<file path="src/rtl/instr_fetch_stage.sv">
// Fetch stage + IF/ID register: owns the PC, issues imem reads, slices opcode/funct3/funct7 for decode.
// Latency: grant in cycle N, rvalid in cycle M>N -> valid_out from M+1; 0-wait imem gives 1 instr / 2 cycles.
// Backpressure: stall_in holds IF/ID; a response landing under stall parks in a 1-entry skid, fetch pauses while it is full.
//
// Ports:
//   clk, reset                 rising-edge clock, asynchronous active-high reset
//   imem_req_out/addr_out      read request (one outstanding), address = PC of the request
//   imem_gnt_in                request accepted when req && gnt
//   imem_rvalid_in/rdata_in    in-order response, at least one cycle after grant
//   stall_in                   hold IF/ID contents
//   redirect_in/redirect_pc_in taken branch from EX: flush IF/ID and skid, restart at target
//   valid_out/pc_out/instr_out IF/ID register; instr_out is NOP_INSTR when empty
//   opcode_out/funct3_out/funct7_out  fields of instr_out for the control unit
// Optional: define IFETCH_PERF_EN to add perf_fetched_out / perf_stall_out counters.
module instr_fetch_stage #(
  parameter int unsigned       XLEN      = 64,
  parameter logic [XLEN-1:0]   RESET_PC  = {XLEN{1'b0}},
  parameter logic [31:0]       NOP_INSTR = 32'h0000_0013
) (
  input  logic            clk,
  input  logic            reset,
  output logic            imem_req_out,
  output logic [XLEN-1:0] imem_addr_out,
  input  logic            imem_gnt_in,
  input  logic            imem_rvalid_in,
  input  logic [31:0]     imem_rdata_in,
  input  logic            stall_in,
  input  logic            redirect_in,
  input  logic [XLEN-1:0] redirect_pc_in,
  output logic            valid_out,
  output logic [XLEN-1:0] pc_out,
  output logic [31:0]     instr_out,
  output logic [6:0]      opcode_out,
  output logic [2:0]      funct3_out,
  output logic [6:0]      funct7_out
`ifdef IFETCH_PERF_EN
  ,
  output logic [31:0]     perf_fetched_out,
  output logic [31:0]     perf_stall_out
`endif
);

  typedef enum logic [1:0] {
    FETCH = 2'd0,   // may issue a request
    WAIT  = 2'd1,   // awaiting a response to keep
    DROP  = 2'd2    // awaiting a response to discard (redirected while in flight)
  } state_t;

  localparam logic [XLEN-1:0] PC_STEP    = {{(XLEN-3){1'b0}}, 3'd4};
  localparam logic [XLEN-1:0] ALIGN_MASK = {{(XLEN-2){1'b1}}, 2'b00};

  state_t          state_q, state_d;
  logic [XLEN-1:0] pc_q, pc_d;
  logic [XLEN-1:0] req_pc_q, req_pc_d;
  logic            skid_full_q, skid_full_d;
  logic [XLEN-1:0] skid_pc_q, skid_pc_d;
  logic [31:0]     skid_instr_q, skid_instr_d;
  logic            valid_q, valid_d;
  logic [XLEN-1:0] ifid_pc_q, ifid_pc_d;
  logic [31:0]     ifid_instr_q, ifid_instr_d;

  logic            handshake;
  logic            rsp_take;

  // Fetch is blocked while the skid holds a word, so a response can never
  // arrive while the skid is full.
  assign imem_req_out  = !reset && (state_q == FETCH) && !skid_full_q && !redirect_in;
  assign imem_addr_out = pc_q;
  assign handshake     = imem_req_out && imem_gnt_in;
  // Responses only count in WAIT; in FETCH they are stale (e.g. across reset).
  assign rsp_take      = (state_q == WAIT) && imem_rvalid_in;

  always_comb begin
    state_d      = state_q;
    pc_d         = pc_q;
    req_pc_d     = req_pc_q;
    skid_full_d  = skid_full_q;
    skid_pc_d    = skid_pc_q;
    skid_instr_d = skid_instr_q;
    valid_d      = valid_q;
    ifid_pc_d    = ifid_pc_q;
    ifid_instr_d = ifid_instr_q;

    case (state_q)
      FETCH: begin
        if (handshake) begin
          req_pc_d = pc_q;
          pc_d     = pc_q + PC_STEP;
          state_d  = WAIT;
        end
      end
      WAIT:    if (imem_rvalid_in) state_d = FETCH;
      DROP:    if (imem_rvalid_in) state_d = FETCH;
      default: state_d = FETCH;
    endcase

    if (!stall_in) begin
      // IF/ID advances: older skid word first, then a fresh response, else bubble.
      if (skid_full_q) begin
        valid_d      = 1'b1;
        ifid_pc_d    = skid_pc_q;
        ifid_instr_d = skid_instr_q;
        skid_full_d  = 1'b0;
      end else if (rsp_take) begin
        valid_d      = 1'b1;
        ifid_pc_d    = req_pc_q;
        ifid_instr_d = imem_rdata_in;
      end else begin
        valid_d      = 1'b0;
        ifid_instr_d = NOP_INSTR;
      end
    end else if (rsp_take) begin
      // Stalled: an empty IF/ID may still fill; a live one is held and the word parks.
      if (!valid_q) begin
        valid_d      = 1'b1;
        ifid_pc_d    = req_pc_q;
        ifid_instr_d = imem_rdata_in;
      end else begin
        skid_full_d  = 1'b1;
        skid_pc_d    = req_pc_q;
        skid_instr_d = imem_rdata_in;
      end
    end

    // Redirect overrides everything above.
    if (redirect_in) begin
      valid_d      = 1'b0;
      ifid_instr_d = NOP_INSTR;
      skid_full_d  = 1'b0;
      pc_d         = redirect_pc_in & ALIGN_MASK;
      // An outstanding request must have its response swallowed, unless it lands now.
      if (state_q != FETCH) state_d = imem_rvalid_in ? FETCH : DROP;
    end
  end

  always_ff @(posedge clk or posedge reset) begin
    if (reset) begin
      state_q      <= FETCH;
      pc_q         <= RESET_PC;
      req_pc_q     <= {XLEN{1'b0}};
      skid_full_q  <= 1'b0;
      skid_pc_q    <= {XLEN{1'b0}};
      skid_instr_q <= NOP_INSTR;
      valid_q      <= 1'b0;
      ifid_pc_q    <= {XLEN{1'b0}};
      ifid_instr_q <= NOP_INSTR;
    end else begin
      state_q      <= state_d;
      pc_q         <= pc_d;
      req_pc_q     <= req_pc_d;
      skid_full_q  <= skid_full_d;
      skid_pc_q    <= skid_pc_d;
      skid_instr_q <= skid_instr_d;
      valid_q      <= valid_d;
      ifid_pc_q    <= ifid_pc_d;
      ifid_instr_q <= ifid_instr_d;
    end
  end

  assign valid_out  = valid_q;
  assign pc_out     = ifid_pc_q;
  assign instr_out  = ifid_instr_q;
  assign opcode_out = ifid_instr_q[6:0];
  assign funct3_out = ifid_instr_q[14:12];
  assign funct7_out = ifid_instr_q[31:25];

`ifdef IFETCH_PERF_EN
  logic        ifid_write;
  logic [31:0] perf_fetched_q;
  logic [31:0] perf_stall_q;

  // A word is written to IF/ID from the skid or straight from imem.
  assign ifid_write = !redirect_in &&
                      ((!stall_in && (skid_full_q || rsp_take)) ||
                       (stall_in && rsp_take && !valid_q));

  always_ff @(posedge clk or posedge reset) begin
    if (reset) begin
      perf_fetched_q <= 32'd0;
      perf_stall_q   <= 32'd0;
    end else begin
      if (ifid_write)          perf_fetched_q <= perf_fetched_q + 32'd1;
      if (valid_q && stall_in) perf_stall_q   <= perf_stall_q + 32'd1;
    end
  end

  assign perf_fetched_out = perf_fetched_q;
  assign perf_stall_out   = perf_stall_q;
`endif

endmodule

</file>
<file path="config.mk">
export PLATFORM = sky130hd
export DESIGN_NAME = instr_fetch_stage
export DESIGN_NICKNAME = d
export VERILOG_FILES = /design/src/rtl/instr_fetch_stage.sv
export SDC_FILE = /design/constraint.sdc
export NUM_CORES = 1
export LEC_CHECK = 0
export CORE_ASPECT_RATIO = 0.8
export CORE_MARGIN = 4
export CORE_UTILIZATION = 33
export DETAILED_ROUTE_END_ITERATION = 16
export SLEW_MARGIN = 0
export SYNTH_ARGS = -nofsm -noshare
export SYNTH_HDL_FRONTEND = slang
export SYNTH_SLANG_ARGS = --single-unit
</file>
<file path="constraint.sdc">
create_clock -name clk -period 26.2 [get_ports clk]
set_input_delay 5.24 -clock clk [delete_from_list [all_inputs] [get_ports clk]]
set_output_delay 5.24 -clock clk [all_outputs]
set_load 0.01 [all_outputs]
</file>
---- Yosys cells after proc, flatten, opt, wreduce, memory -nomap -nowiden ----
Cells that the tools add are included.
storage, ports and cells
  register bits after elaboration ......... 324
  latch bits .............................. 0
  bits in writable memories ............... 0
  bits in read-only memories .............. 0
  bits of input ports ..................... 102
  output and inout bits ................... 179
  logic and storage cells ................. 66
  memories kept ........................... 0
operators by class
  add/subtract/negate cells ............... 1
  multipliers ............................. 0
  div/mod/pow operators ................... 0
  magnitude comparators ................... 0
  equality and inequality tests ........... 7
  shifts and indexed selects .............. 0
  muxes and demuxes ....................... 29
  bitwise gates (word level) .............. 0
  reduce and logical (&&, ||, !) cells .... 20
operators with widths
  cell                                                                      number
  64-bit two-way mux                                                        8
  32-bit two-way mux                                                        6
  64-bit by 3-bit adder with 64-bit output (second input constant)          1
  2-bit two-way mux                                                         5
  1-bit two-way mux                                                         9
  2-bit AND reduction                                                       4
  2-bit nonzero test                                                        4
  3-bit by 1-bit inequality test with 1-bit output (second input constant)  2
  3-bit AND reduction                                                       2
  1-bit logical AND                                                         5
  2-bit case mux with 2 select lines                                        1
  1-bit zero test                                                           3
  3-bit inequality test (second input constant)                             1
  2-bit by 1-bit == test with 1-bit output (second input constant)          1
  2-bit == test (second input constant)                                     1
  2-bit zero test                                                           1
  2-bit by 1-bit inequality test with 1-bit output (second input constant)  1
  2-bit inequality test (second input constant)                             1
  2-bit OR reduction                                                        1

---- Depth between registers and ports, before layout ----
  word-level depth ........................ 9
  gate-level depth with buffers ........... 11
  gate-level depth less buffers ........... 8

---- Worst setup path after synthesis ----
Ideal clock, no wire load.
  kind .................................... in2out
  start point ............................. in redirect_in
  end point ............................... out imem_req_out
  data arrival time ....................... 6.093 ns
  data required time ...................... 20.960 ns
  slack ................................... 14.867 ns
  cell stages on the path ................. 4
  buffers on the path ..................... 2
  cell sequence ........................... buf_6 -> or4b_4 -> buf_6 -> inv_1
on the way
  cells in the longest elaborated chain, start to end .. 2
RTL lines
  what               line  text
  start, declared    28    input logic redirect_in,
  1-bit zero test    67    assign imem_req_out = !reset && (state_q == FETCH) && !skid_full_q && !redirect_in;
  1-bit logical AND  67
  end, declared      22    output logic imem_req_out,
Every way passes these cells.

---- Worst setup path after layout ----
  start point ............................. in reset
  end point ............................... out imem_req_out
on the way
  cells in the longest elaborated chain, start to end .. 4
RTL lines
  what                            line  text
  start, declared                 21    input logic reset,
  1-bit zero test (no line)       -
  1-bit logical AND (3 in a row)  67
Every way passes these cells.

==> flow_summary.json <==
{
  "min_path_type": "register to register",
  "fin_setup_tns_ps": 0,
  "r2r_slack_ps": 22880,
  "placed_area_mm2": 0.0175,
  "worst_setup_path_end_kind": "output port",
  "globalRouteMet2Util_pct": 26.7,
  "drc": 0,
  "clockBufferDepth": 3,
  "cp_max_fo": 5,
  "start_util_pct": 33.4,
  "layout-drive-gt1-share_pct": 12.4,
  "gr-total-overflow": 0,
  "antenna_found_initial": 5,
  "cts_made_buffers": 35,
  "postCtsSetupBuffers": 0,
  "wl_mm": 42.1,
  "die_area_mm2": 0.0470,
  "seqCellArea_mm2": 0.00792,
  "min_to": "instr_out[22]",
  "yosysSeqAreaShare_pct": 55.1,
  "tightest_slew_ps": 1130,
  "vias": 11200,
  "top_usage_layer": "met2",
  "ios": 281,
  "hold_viol": 0,
  "die_h_um": 195,
  "fmax_mhz": 80.1,
  "finalCritPeriodShare_pct": 47.7,
  "cts_sinks": 316,
  "final_core_util_pct": 43.3,
  "skew_ps": 12.0,
  "ir_drop_mv": 0.0597,
  "grt_use_met3_pct": 5.67,
  "dp_slack_ps": 13720,
  "criticalPathCategory": "input pin to output port",
  "synth_flop_cell": "dfrtp_1",
  "required_ps": 20960,
  "finalNetCount": 1698,
  "grt_max_degree": 189,
  "vias_per_cell": 5.16,
  "grt_util_all_layers_pct": 17.7,
  "wl_per_cell_um": 19.3,
  "synthArstFlopShare_pct": 100,
  "grt_util_met1_pct": 25.0,
  "syn_to_final_growth_pct": 29.6,
  "worstHoldPathCells": 2,
  "slew_viol_final": 0,
  "cts_tree": "done",
  "p_per_area_mw_per_mm2": 88.9,
  "rr_endpoint": "imem_addr_out[60]",
  "leakagePower_nw": 8.77,
  "arrival_ps": 7250,
  "io_buffer_count": 274,
  "first_global_vias": 11300,
  "clk_pin_slew_ps": 60,
  "clk_latency_ps": 510,
  "drv_cap": 0,
  "grt_setup_unrepaired": "no",
  "place_congestion": 0.802,
  "min_from": "instr_out[22]",
  "period_minus_slack_ps": 12490,
  "ant_nets": 0,
  "cts-resized-gates": 0,
  "finalWorstSetupSlack_ps": 13710,
  "crit_path_start_kind": "input pin",
  "r2r_start": "state_q[1]",
  "core_mm2": 0.0431,
  "root_buffer": "clkbuf_16",
  "crit_start": "reset",
  "multi_input_area_mm2": 0.00598,
  "synth_cell_type_count": 57,
  "antenna_cells": 0,
  "finalSetupViolCount": 0,
  "syn_inst": 1363,
  "nFillCells": 4113,
  "whs_ps": 476,
  "place_hpwl_mm": 27.9,
  "fin_area_mm2": 0.0186,
  "slew_headroom_pct": 24.8,
  "post_synth.cell_area_avg_um2": 10.5,
  "die_w_um": 241,
  "yosys_warnings": 0,
  "status": "complete, no violations",
  "grt_pass1_wl_mm": 66.0,
  "netlist_area_mm2": 0.0144,
  "synth_edf_count": 0,
  "hold_buffers": 0,
  "r2r_cells": 7,
  "rows": 68,
  "yosys_register_bits": 316,
  "htreeDepth": 2,
  "firstDrtPassIters": 5,
  "drtIter0Drc": 764
}
[through the flow]
step / std cells / power (mW)
6_report: 2176 / 1.66
5_1_grt: 2176 / 1.77
4_1_cts: 2176 / 1.68
3_5_place_dp: 2115 / 1.18
3_3_place_gp: 2115 / 1.17
2_1_floorplan: 1366 / 0.940
[worst max-delay path by stage]
| stage | to | cells after the start |
|---|---|---|
| floorplan | imem_addr_out[10] | 1 |
| global placement | imem_req_out | 4 |
| detailed placement | imem_req_out | 4 |
| CTS | imem_req_out | 4 |
| global route | imem_req_out | 4 |
| finish | imem_req_out | 4 |
[cells in the mapped netlist (5+ instances only)]
library cell,n,area (um^2)
buf_4,21,158
o211ai_1,19,143
mux2_2,98,1100
a31oi_1,11,68.8
clkbuf_1,50,188
xnor2_1,8,70.1
nor4_1,6,37.5
o21ai_0,63,315
nor3_1,10,50.1
o311ai_0,12,105
a21oi_1,66,330
nand2_1,287,1080
or3_1,18,113
nand3_1,30,150
a31o_2,5,43.8
or4_1,9,67.6
buf_2,19,95.1
inv_1,11,41.3
dfrtp_1,310,7760
nor2_1,89,334
and3_1,8,50.1
nand4_1,38,238
xor2_1,6,52.6
mux2i_1,95,951
dfstp_2,6,158
[power by group]
group / switching [mW] / internal [mW]
Clock: 0.198 / 0.297
Sequential: 0.101 / 0.621
Combinational: 0.217 / 0.224
[worst max-delay path, stage by stage]
cell and delay (ps):
clkdlybuf4s50_1 580, or4b_4 640, inv_1 210, clkdlybuf4s50_1 570
[final cells by class]
| type | instances | area share [%] |
|---|---|---|
| inverter | 13 | 0.302 |
| sequential | 316 | 42.5 |
| clock inverter | 10 | 0.537 |
| tap | 560 | 3.76 |
| timing repair buffer | 285 | 15.2 |
| clock buffer | 51 | 5.63 |
| multi-input combinational | 941 | 32.1 |
[cell families after synthesis]
group	count (synthesis)	share of synthesized area (%)
AO/OA/AOI/OAI	200	8.42
XOR/XNOR	14	0.853
adder cells (fa/ha/maj)	4	0.348
buffers and inverters	109	3.66
flip-flops	316	55.1
multiplexers	193	14.3
other	1	0.0261
AND/OR/NAND/NOR	526	17.3
[flip-flops by register name, indices dropped and copies added (netlist names)]
signal,count
req_pc_q,62
pc_out,62
valid_out,1
instr_out,32
state_q,2
skid_pc_q,62
imem_addr_out,62
skid_full_q,1
skid_instr_q,32
[layout by cell type (no fill, tap or decap), types with 10 or more instances in the layout]
master           instances
clkdlybuf4s50_1        273
buf_4                   10
a31oi_1                 11
a21oi_1                 66
inv_1                   10
mux2i_1                 95
o311ai_0                12
nand3_1                 30
o21ai_0                 63
o211ai_1                19
nand4_1                 38
clkbuf_16               37
mux2_2                  98
or3_1                   18
nor3_1                  10
nand2_1                286
dfrtp_1                310
nor2_1                  88
[routing by layer]
metal | vias up | share of wire [%]
met5 | - | 0.11
met4 | 10 | 1.8
met3 | 62 | 8.4
met2 | 351 | 44
met1 | 5564 | 45
li1 | 5231 | -
Power figures use the tool's default switching activity.
